==> src/rtl/mc_ctrl_pkg.sv <==
// Shared encodings for the RV64 multicycle controller: FSM states, opcodes,
// ALU-op classes, and every datapath select/control value.
package mc_ctrl_pkg;

  typedef enum logic [3:0] {
    FETCH,
    DECODE,
    MEMADR,
    MEMREAD,
    MEMWB,
    MEMWRITE,
    EXECUTER,
    EXECUTEI,
    ALUWB,
    BRANCH,
    JAL,
    ILLEGAL
  } state_e;

  typedef enum logic [1:0] {
    ALUOP_ADD,
    ALUOP_SUB,
    ALUOP_FUNCT
  } aluop_e;

  localparam logic [6:0] OP_LOAD   = 7'b0000011;
  localparam logic [6:0] OP_STORE  = 7'b0100011;
  localparam logic [6:0] OP_RTYPE  = 7'b0110011;
  localparam logic [6:0] OP_ITYPE  = 7'b0010011;
  localparam logic [6:0] OP_BRANCH = 7'b1100011;
  localparam logic [6:0] OP_JAL    = 7'b1101111;

  localparam logic [1:0] IMM_I  = 2'b00;
  localparam logic [1:0] IMM_S  = 2'b01;
  localparam logic [1:0] IMM_SB = 2'b10;
  localparam logic [1:0] IMM_UJ = 2'b11;

  localparam logic [2:0] ALU_ADD = 3'b000;
  localparam logic [2:0] ALU_SUB = 3'b001;
  localparam logic [2:0] ALU_AND = 3'b010;
  localparam logic [2:0] ALU_OR  = 3'b011;
  localparam logic [2:0] ALU_SLT = 3'b101;

  localparam logic [1:0] SRCA_PC    = 2'b00;
  localparam logic [1:0] SRCA_OLDPC = 2'b01;
  localparam logic [1:0] SRCA_RS1   = 2'b10;

  localparam logic [1:0] SRCB_RS2  = 2'b00;
  localparam logic [1:0] SRCB_IMM  = 2'b01;
  localparam logic [1:0] SRCB_FOUR = 2'b10;

  localparam logic [1:0] RES_ALUOUT    = 2'b00;
  localparam logic [1:0] RES_DATA      = 2'b01;
  localparam logic [1:0] RES_ALURESULT = 2'b10;

  localparam logic ADR_PC     = 1'b0;
  localparam logic ADR_RESULT = 1'b1;

  // R/I-type operations the ALU implements: add/sub, slt, or, and.
  function automatic logic alu_funct3_legal(input logic [2:0] funct3);
    return (funct3 == 3'b000) || (funct3 == 3'b010) ||
           (funct3 == 3'b110) || (funct3 == 3'b111);
  endfunction

endpackage

==> src/rtl/aludec.sv <==
// ALU decoder: maps the ALU-op class from the FSM plus instruction fields
// onto the 3-bit alucontrol code.
module aludec
  import mc_ctrl_pkg::*;
(
  input  aluop_e      aluop_i,
  input  logic [2:0]  funct3_i,
  input  logic        funct7b5_i,
  input  logic        op5_i,
  output logic [2:0]  alucontrol_o
);

  always_comb begin
    // NOTE: a default assignment first keeps every path driven, so no latch is inferred.
    alucontrol_o = ALU_ADD;
    case (aluop_i)
      ALUOP_SUB: alucontrol_o = ALU_SUB;
      ALUOP_FUNCT: begin
        case (funct3_i)
          // funct7b5 only means sub for register-register ops (op[5]=1).
          3'b000:  alucontrol_o = (funct7b5_i & op5_i) ? ALU_SUB : ALU_ADD;
          3'b010:  alucontrol_o = ALU_SLT;
          3'b110:  alucontrol_o = ALU_OR;
          3'b111:  alucontrol_o = ALU_AND;
          default: alucontrol_o = ALU_ADD;
        endcase
      end
      default: alucontrol_o = ALU_ADD;
    endcase
  end

endmodule

==> src/rtl/multicycle_controller.sv <==
// Moore sequencing controller for the RV64 multicycle datapath.
// Optional macro MC_CTRL_BNE_EN adds bne support alongside beq.
module multicycle_controller
  import mc_ctrl_pkg::*;
(
  input  logic       clk,
  input  logic       reset,
  input  logic [6:0] op,
  input  logic [2:0] funct3,
  input  logic       funct7b5,
  input  logic       zero,
  input  logic       mem_ready,
  output logic [1:0] immsrc,
  output logic [1:0] alusrca,
  output logic [1:0] alusrcb,
  output logic [1:0] resultsrc,
  output logic       adrsrc,
  output logic [2:0] alucontrol,
  output logic       irwrite,
  output logic       pcwrite,
  output logic       regwrite,
  output logic       memwrite,
  output logic       illegal
);

  state_e state_q, state_d;
  aluop_e aluop;
  logic   branch_f3_ok;
  logic   branch_taken;
  logic   irwrite_s, pcwrite_s, regwrite_s, memwrite_s;

`ifdef MC_CTRL_BNE_EN
  assign branch_f3_ok = (funct3[2:1] == 2'b00);
  assign branch_taken = zero ^ funct3[0];
`else
  assign branch_f3_ok = (funct3 == 3'b000);
  assign branch_taken = zero;
`endif

  always_ff @(posedge clk or negedge reset) begin
    // NOTE: sequential state uses non-blocking assignments to avoid read/write races between blocks.
    if (!reset) state_q <= FETCH;
    else        state_q <= state_d;
  end

  always_comb begin
    state_d = state_q;
    case (state_q)
      FETCH:    if (mem_ready) state_d = DECODE;
      DECODE: begin
        case (op)
          OP_LOAD, OP_STORE: state_d = MEMADR;
          OP_RTYPE:  state_d = alu_funct3_legal(funct3) ? EXECUTER : ILLEGAL;
          OP_ITYPE:  state_d = alu_funct3_legal(funct3) ? EXECUTEI : ILLEGAL;
          OP_BRANCH: state_d = branch_f3_ok ? BRANCH : ILLEGAL;
          OP_JAL:    state_d = JAL;
          default:   state_d = ILLEGAL;
        endcase
      end
      MEMADR:   state_d = op[5] ? MEMWRITE : MEMREAD;
      MEMREAD:  if (mem_ready) state_d = MEMWB;
      MEMWB:    state_d = FETCH;
      MEMWRITE: if (mem_ready) state_d = FETCH;
      EXECUTER, EXECUTEI, JAL: state_d = ALUWB;
      ALUWB:    state_d = FETCH;
      BRANCH:   state_d = FETCH;
      ILLEGAL:  state_d = ILLEGAL;
      default:  state_d = FETCH;
    endcase
  end

  always_comb begin
    alusrca    = SRCA_PC;
    alusrcb    = SRCB_RS2;
    resultsrc  = RES_ALUOUT;
    adrsrc     = ADR_PC;
    aluop      = ALUOP_ADD;
    irwrite_s  = 1'b0;
    pcwrite_s  = 1'b0;
    regwrite_s = 1'b0;
    memwrite_s = 1'b0;
    case (state_q)
      FETCH: begin
        alusrcb   = SRCB_FOUR;
        resultsrc = RES_ALURESULT;
        irwrite_s = mem_ready;
        pcwrite_s = mem_ready;
      end
      DECODE: begin
        alusrca = SRCA_OLDPC;
        alusrcb = SRCB_IMM;
      end
      MEMADR: begin
        alusrca = SRCA_RS1;
        alusrcb = SRCB_IMM;
      end
      MEMREAD:  adrsrc = ADR_RESULT;
      MEMWB: begin
        resultsrc  = RES_DATA;
        regwrite_s = 1'b1;
      end
      MEMWRITE: begin
        adrsrc     = ADR_RESULT;
        memwrite_s = 1'b1;
      end
      EXECUTER: begin
        alusrca = SRCA_RS1;
        aluop   = ALUOP_FUNCT;
      end
      EXECUTEI: begin
        alusrca = SRCA_RS1;
        alusrcb = SRCB_IMM;
        aluop   = ALUOP_FUNCT;
      end
      ALUWB:    regwrite_s = 1'b1;
      BRANCH: begin
        alusrca   = SRCA_RS1;
        aluop     = ALUOP_SUB;
        pcwrite_s = branch_taken;
      end
      JAL: begin
        alusrca   = SRCA_OLDPC;
        alusrcb   = SRCB_FOUR;
        pcwrite_s = 1'b1;
      end
      default: ;
    endcase
  end

  // Enables are gated by reset so nothing is written while reset is held.
  assign irwrite  = irwrite_s  & reset;
  assign pcwrite  = pcwrite_s  & reset;
  assign regwrite = regwrite_s & reset;
  assign memwrite = memwrite_s & reset;
  assign illegal  = (state_q == ILLEGAL);

  always_comb begin
    case (op)
      OP_LOAD, OP_ITYPE: immsrc = IMM_I;
      OP_STORE:          immsrc = IMM_S;
      OP_BRANCH:         immsrc = IMM_SB;
      OP_JAL:            immsrc = IMM_UJ;
      default:           immsrc = IMM_I;
    endcase
  end

  aludec u_aludec (
    .aluop_i      (aluop),
    .funct3_i     (funct3),
    .funct7b5_i   (funct7b5),
    .op5_i        (op[5]),
    .alucontrol_o (alucontrol)
  );

endmodule

==> config.mk <==
export PLATFORM = sky130hd
export DESIGN_NAME = multicycle_controller
export DESIGN_NICKNAME = d
export VERILOG_FILES = /design/src/rtl/mc_ctrl_pkg.sv /design/src/rtl/aludec.sv /design/src/rtl/multicycle_controller.sv
export SDC_FILE = /design/constraint.sdc
export NUM_CORES = 1
export LEC_CHECK = 0
export ABC_AREA = 1
export BUFFER_PORTS_ARGS = -buffer_cell sky130_fd_sc_hd__buf_2
export CORE_ASPECT_RATIO = 1.4
export CORE_MARGIN = 5
export CORE_UTILIZATION = 32
export DETAILED_ROUTE_END_ITERATION = 7
export SYNTH_ARGS = -nofsm -noshare
export SYNTH_HDL_FRONTEND = slang
export SYNTH_SLANG_ARGS = --single-unit
export TNS_END_PERCENT = 5
==> constraint.sdc <==
create_clock -name clk -period 3.9 [get_ports clk]
set_input_delay 0.78 -clock clk [delete_from_list [all_inputs] [get_ports clk]]
set_output_delay 0.78 -clock clk [all_outputs]
set_load 0.05 [all_outputs]
## After elaboration in Yosys (flattened, before gate mapping)

Cells that the tools add are included.

| cells by class | value |
|---|---|
| equality and inequality tests | 25 |
| multiplexer cells | 22 |
| bitwise logic cells | 5 |
| reduce and logical (&&, ||, !) cells | 15 |

Operator list:

| operator | number |
|---|---|
| $pmux 4 s7 | 1 |
| $mux 4 | 5 |
| $pmux 4 s5 | 1 |
| $eq 4x3->1 const B | 4 |
| $eq 4x4->1 const B | 4 |
| $pmux 2 s2 | 4 |
| $eq 7x6->1 const B | 2 |
| $eq 7x7->1 const B | 2 |
| $pmux 3 s4 | 1 |
| $reduce_or 2->1 | 6 |
| $eq 4x2->1 const B | 2 |
| $eq 7x2->1 const B | 1 |
| $eq 7x5->1 const B | 1 |
| $eq 3x3->1 const B | 2 |
| $ne 2x2->1 const B | 3 |
| $pmux 2 s3 | 1 |
| $pmux 3 s2 | 1 |
| $reduce_or 3->1 | 2 |
| $and 1x1->1 | 5 |
| $mux 1 | 5 |
| $eq 4x1->1 const B | 1 |
| $logic_not 4->1 | 1 |
| $reduce_or 4->1 | 1 |
| $eq 3x2->1 const B | 1 |
| other kinds (8) | 10 |

| storage, ports and cells | value |
|---|---|
| bits in registers | 4 |
| input port bits | 15 |

## Longest topological paths before layout

| logic depth | value |
|---|---|
| depth after elaboration | 7 |
| depth in mapped cells | 9 |
| mapped depth without buffers | 9 |

## Modules after synthesis

A second synthesis with hierarchy kept.

| unflattened totals | value |
|---|---|
| cell total of the unflattened synthesis | 116 |
| area, all modules | 630.6 um^2 |

Modules (own cells, without submodules):

| module | instances | cells an instance | area each (um^2) | sequential area each (um^2) |
|---|---|---|---|---|
| multicycle_controller | 1 | 99 | 539.3 | 100.1 |
| aludec | 1 | 17 | 91.3 | 0.0 |

## Worst setup path before layout

No wires, ideal clock.

| timing | value |
|---|---|
| kind | input to output |
| start point | in op[1] |
| end point | out immsrc[0] |
| arrival | 2168 ps |
| path slack | 952 ps |
| stages | 4 |
| path buffers | 0 |
| path through | nand2_1 nor2_1 nand2_1 a21boi_0 |

| on the way | value |
|---|---|
| cells in the longest elaborated chain, start to end | 2 |
| elaborated cells on any way between the ends | 4 |

RTL lines:

| item | line | source |
|---|---|---|
| start: declaration | multicycle_controller.sv:8 | `input logic [6:0] op,` |
| $eq 7x7->1 / $eq 7x6->1 (equally long branches) | multicycle_controller.sv:138 | `case (op)` |
| $pmux 2 s3 * | multicycle_controller.sv:138 |  |
| end: declaration | multicycle_controller.sv:13 | `output logic [1:0] immsrc,` |

Every way passes the cells marked *; elsewhere a longest branch is shown, timed or not.

## Worst setup path after layout

| timing | value |
|---|---|
| start point | reg state_q[2] |
| end point | out alucontrol[0] |

| on the way | value |
|---|---|
| cells in the longest elaborated chain, start to end | 5 |
| elaborated cells on any way between the ends | 8 |

RTL lines:

| item | line | source |
|---|---|---|
| start: declaration | multicycle_controller.sv:26 | `state_e state_q, state_d;` |
| start signal: assignment | multicycle_controller.sv:43 | `else state_q <= state_d;` |
| $eq 4x3->1 | multicycle_controller.sv:82 | `case (state_q)` |
| $reduce_or 2->1 (no line) | n/a |  |
| $pmux 2 s2 * | multicycle_controller.sv:82 |  |
| $eq 2x2->1 / $eq 2x1->1 (equally long branches) | aludec.sv:16 | `case (aluop_i)` |
| $pmux 3 s2 * | aludec.sv:16 |  |
| end: declaration | multicycle_controller.sv:18 | `output logic [2:0] alucontrol,` |

Marks and branches as above.

==> impl_metrics.env <==
export IMPL_finalCriticalPeriod_ps=2571
export IMPL_p_leak_nw=0.4847
export IMPL_htreeDepth=1
export IMPL_post_cts_buffers=0
export IMPL_final_hold_violation_count=0
export IMPL_dp_hpwl_um=1550
export IMPL_regArea_sq_um=100.1
export IMPL_synth_fp_nets=125
export IMPL_slew_violations=0
export IMPL_path_delay_family="buffers and inverters"
export IMPL_grt_first_pass_wirelength_um=3029
export IMPL_cp_data_required_time_ps=3120
export IMPL_io_pins=32
export IMPL_start_util=0.3368
export IMPL_layout_commonest_cell="buf_2"
export IMPL_setup_tns_ps=0
export IMPL_synth_cells=108
export IMPL_syn_avg_cell_area_sq_um=5.549
export IMPL_top_regs="state_q (4)"
export IMPL_cts_sinks=4
export IMPL_grt_pass1_vias=796
export IMPL_clock_latency_ps=240
export IMPL_ys_warn_count=0
export IMPL_wl_met1_um=651
export IMPL_max_stage_delay_ps=400
export IMPL_cts_resized=0
export IMPL_synth_edf_count=0
export IMPL_die_w_um=46.58
export IMPL_synth_top_area_share=0.1670
export IMPL_met2_length_um=1019
export IMPL_numPortBuffers=31
export IMPL_setup_viol=0
export IMPL_crit_type="reg -> out"
export IMPL_via_count=809
export IMPL_worst_slew_pin_slew_ps=277.0
export IMPL_worst_path_buf_inv=3
export IMPL_ant_nets=0
export IMPL_gp_congestion=0.8344
export IMPL_crit_chain="inv_2 -> nor2_2 -> nand2_1 -> inv_1 -> ha_1 -> nand4_1 -> a21oi_1 -> buf_2"
export IMPL_synth_top_area_cell="dfrtp_1"
export IMPL_min_period_over_period=0.6592
export IMPL_crit_slowest_cell="dfrtp_1"
export IMPL_grt_overflow_total=0
export IMPL_skew_ps=8.231
export IMPL_synth_area_sq_um=599.3
export IMPL_clock_tree_buffer_depth=2
export IMPL_multi_input_area_sq_um=416.7
export IMPL_cts_root_buffer="clkbuf_4"
export IMPL_grt_antenna_before_repair=0
export IMPL_first_iter_violations=7
export IMPL_dieArea_sq_um=2851
export IMPL_fillers=220
export IMPL_grt_use_total=0.1452
export IMPL_routed_wirelength_um=1810
export IMPL_die_height_um=61.21
export IMPL_cts_tree="yes"
export IMPL_synthDistinctLibCells=24
export IMPL_fin_cells=162
export IMPL_hold_slack_ps=339.9
export IMPL_rsz0062_at_grt="false"
export IMPL_synth_area_leaders="dfrtp_1 (17%), nand2_1 (15%), nor2_1 (12%)"
export IMPL_top_register="state_q"
export IMPL_maxSlewHeadroom=0.8143
export IMPL_cp_max_fo=4
export IMPL_arrival_ps=1790
export IMPL_antenna_cells=0
export IMPL_core_area_sq_um=1779
export IMPL_seq_area_frac_synth=0.1670
export IMPL_startpoint_type="flip-flop"
export IMPL_hold_buffers=0
export IMPL_vdd_drop_max_mv=0.3684
export IMPL_drtPass1Iterations=4
export IMPL_area_growth_syn_to_layout_pct=33.82
export IMPL_highest_layer="met4"
export IMPL_layout_common_cells="buf_2 (31), nand2_1 (24), nor2_1 (19)"
export IMPL_largest_register_ff_count=4
export IMPL_cp_end_kind="primary output"
export IMPL_grt_max_degree=8
export IMPL_avgViaCountPerCell=4.994
export IMPL_wl_met3_um=118
export IMPL_outcome="finished, final reports clean"
export IMPL_finalNetCount=161
export IMPL_hp_class="in -> async"
export IMPL_cts_made_buffers=3
export IMPL_ys_flop_type="dfrtp_1"
export IMPL_final_util=0.4508
export IMPL_drive_gt1_frac=0.3380
export IMPL_yosys_register_bits=4
export IMPL_pwr_density_cell_nw_per_um2=829.8
export IMPL_fmax_mhz=389.0
export IMPL_drc=0
export IMPL_routedWlPerCell_um=11.17
export IMPL_async_reset_ff_frac=1.000
export IMPL_dp_cells=159
export IMPL_rows=18
export IMPL_cap_violations=0
export IMPL_path_clk_slew_ps=40
[power by group]
part / internal, mW / switching [mW]
Clock: 0.0345 / 0.0182
Sequential: 0.0626 / 0.0253
Combinational: 0.126 / 0.399
Total: 0.223 / 0.442
[logic make-up after synthesis]
family                     synth area share
AOI/OAI and AO/OA                    0.1796
DFF                                  0.1670
adders and majority gates           0.04175
buffers and inverters                0.1378
and+or+nand+nor                      0.4739
[final cells by class]
cell class / instances / share of cell area
multi-input cells: 82 / 0.5195
repair buffers: 31 / 0.1934
flip-flops and latches: 4 / 0.1248
inverters: 22 / 0.1030
well taps: 20 / 0.03120
clock buffers: 3 / 0.02808
[metal layers]
metal | track usage | vias up
met5 | 0 | -
met4 | 0.06098 | 0
met3 | 0.01754 | 4
met2 | 0.2913 | 23
met1 | 0.1406 | 369
li1 | - | 413
[worst reg2reg max path: stages (launching register included)]
cell     delay (ps)
dfrtp_1         410
nor2_2          220
nand2_1         140
inv_1           120
o21ai_2          90
or2_0           200
nand2_1          60
[cell usage after synthesis (2+ instances only)]
cell type  number
a21oi_1         5
dfrtp_1         4
ha_1            2
inv_1          17
inv_2           5
nand2_1        24
nand2_2         2
nand3_1         8
nand4_1         2
nor2_1         19
nor2_2          4
o21ai_0         4
[metrics by stage]
stage                     setup WS [ps]  power, mW  instance area, sq um
after floorplan                   951.9     0.4967                 599.3
after global placement             1453     0.6122                 779.5
after detailed placement           1455     0.6140                 779.5
after CTS                          1347     0.6704                 802.0
after global routing               1252     0.7117                 802.0
final                              1329     0.6656                 802.0
[path summary, 6_finish.rpt]
kind | slack, ps | endpoint | cells past startpoint | startpoint
setup / recovery | 1330 | alucontrol[0] | 8 | state_q[2]
hold / removal | 340 | state_q[1] | 1 | reset
setup reg to reg | 2590 | state_q[0] | 6 | state_q[2]
hold reg to reg | 670 | state_q[3] | 3 | state_q[3]
max in group asynchronous | 3430 | state_q[0] | 1 | reset
min in group clk | 670 | state_q[3] | 3 | state_q[3]
Power figures use the tool's default switching activity.
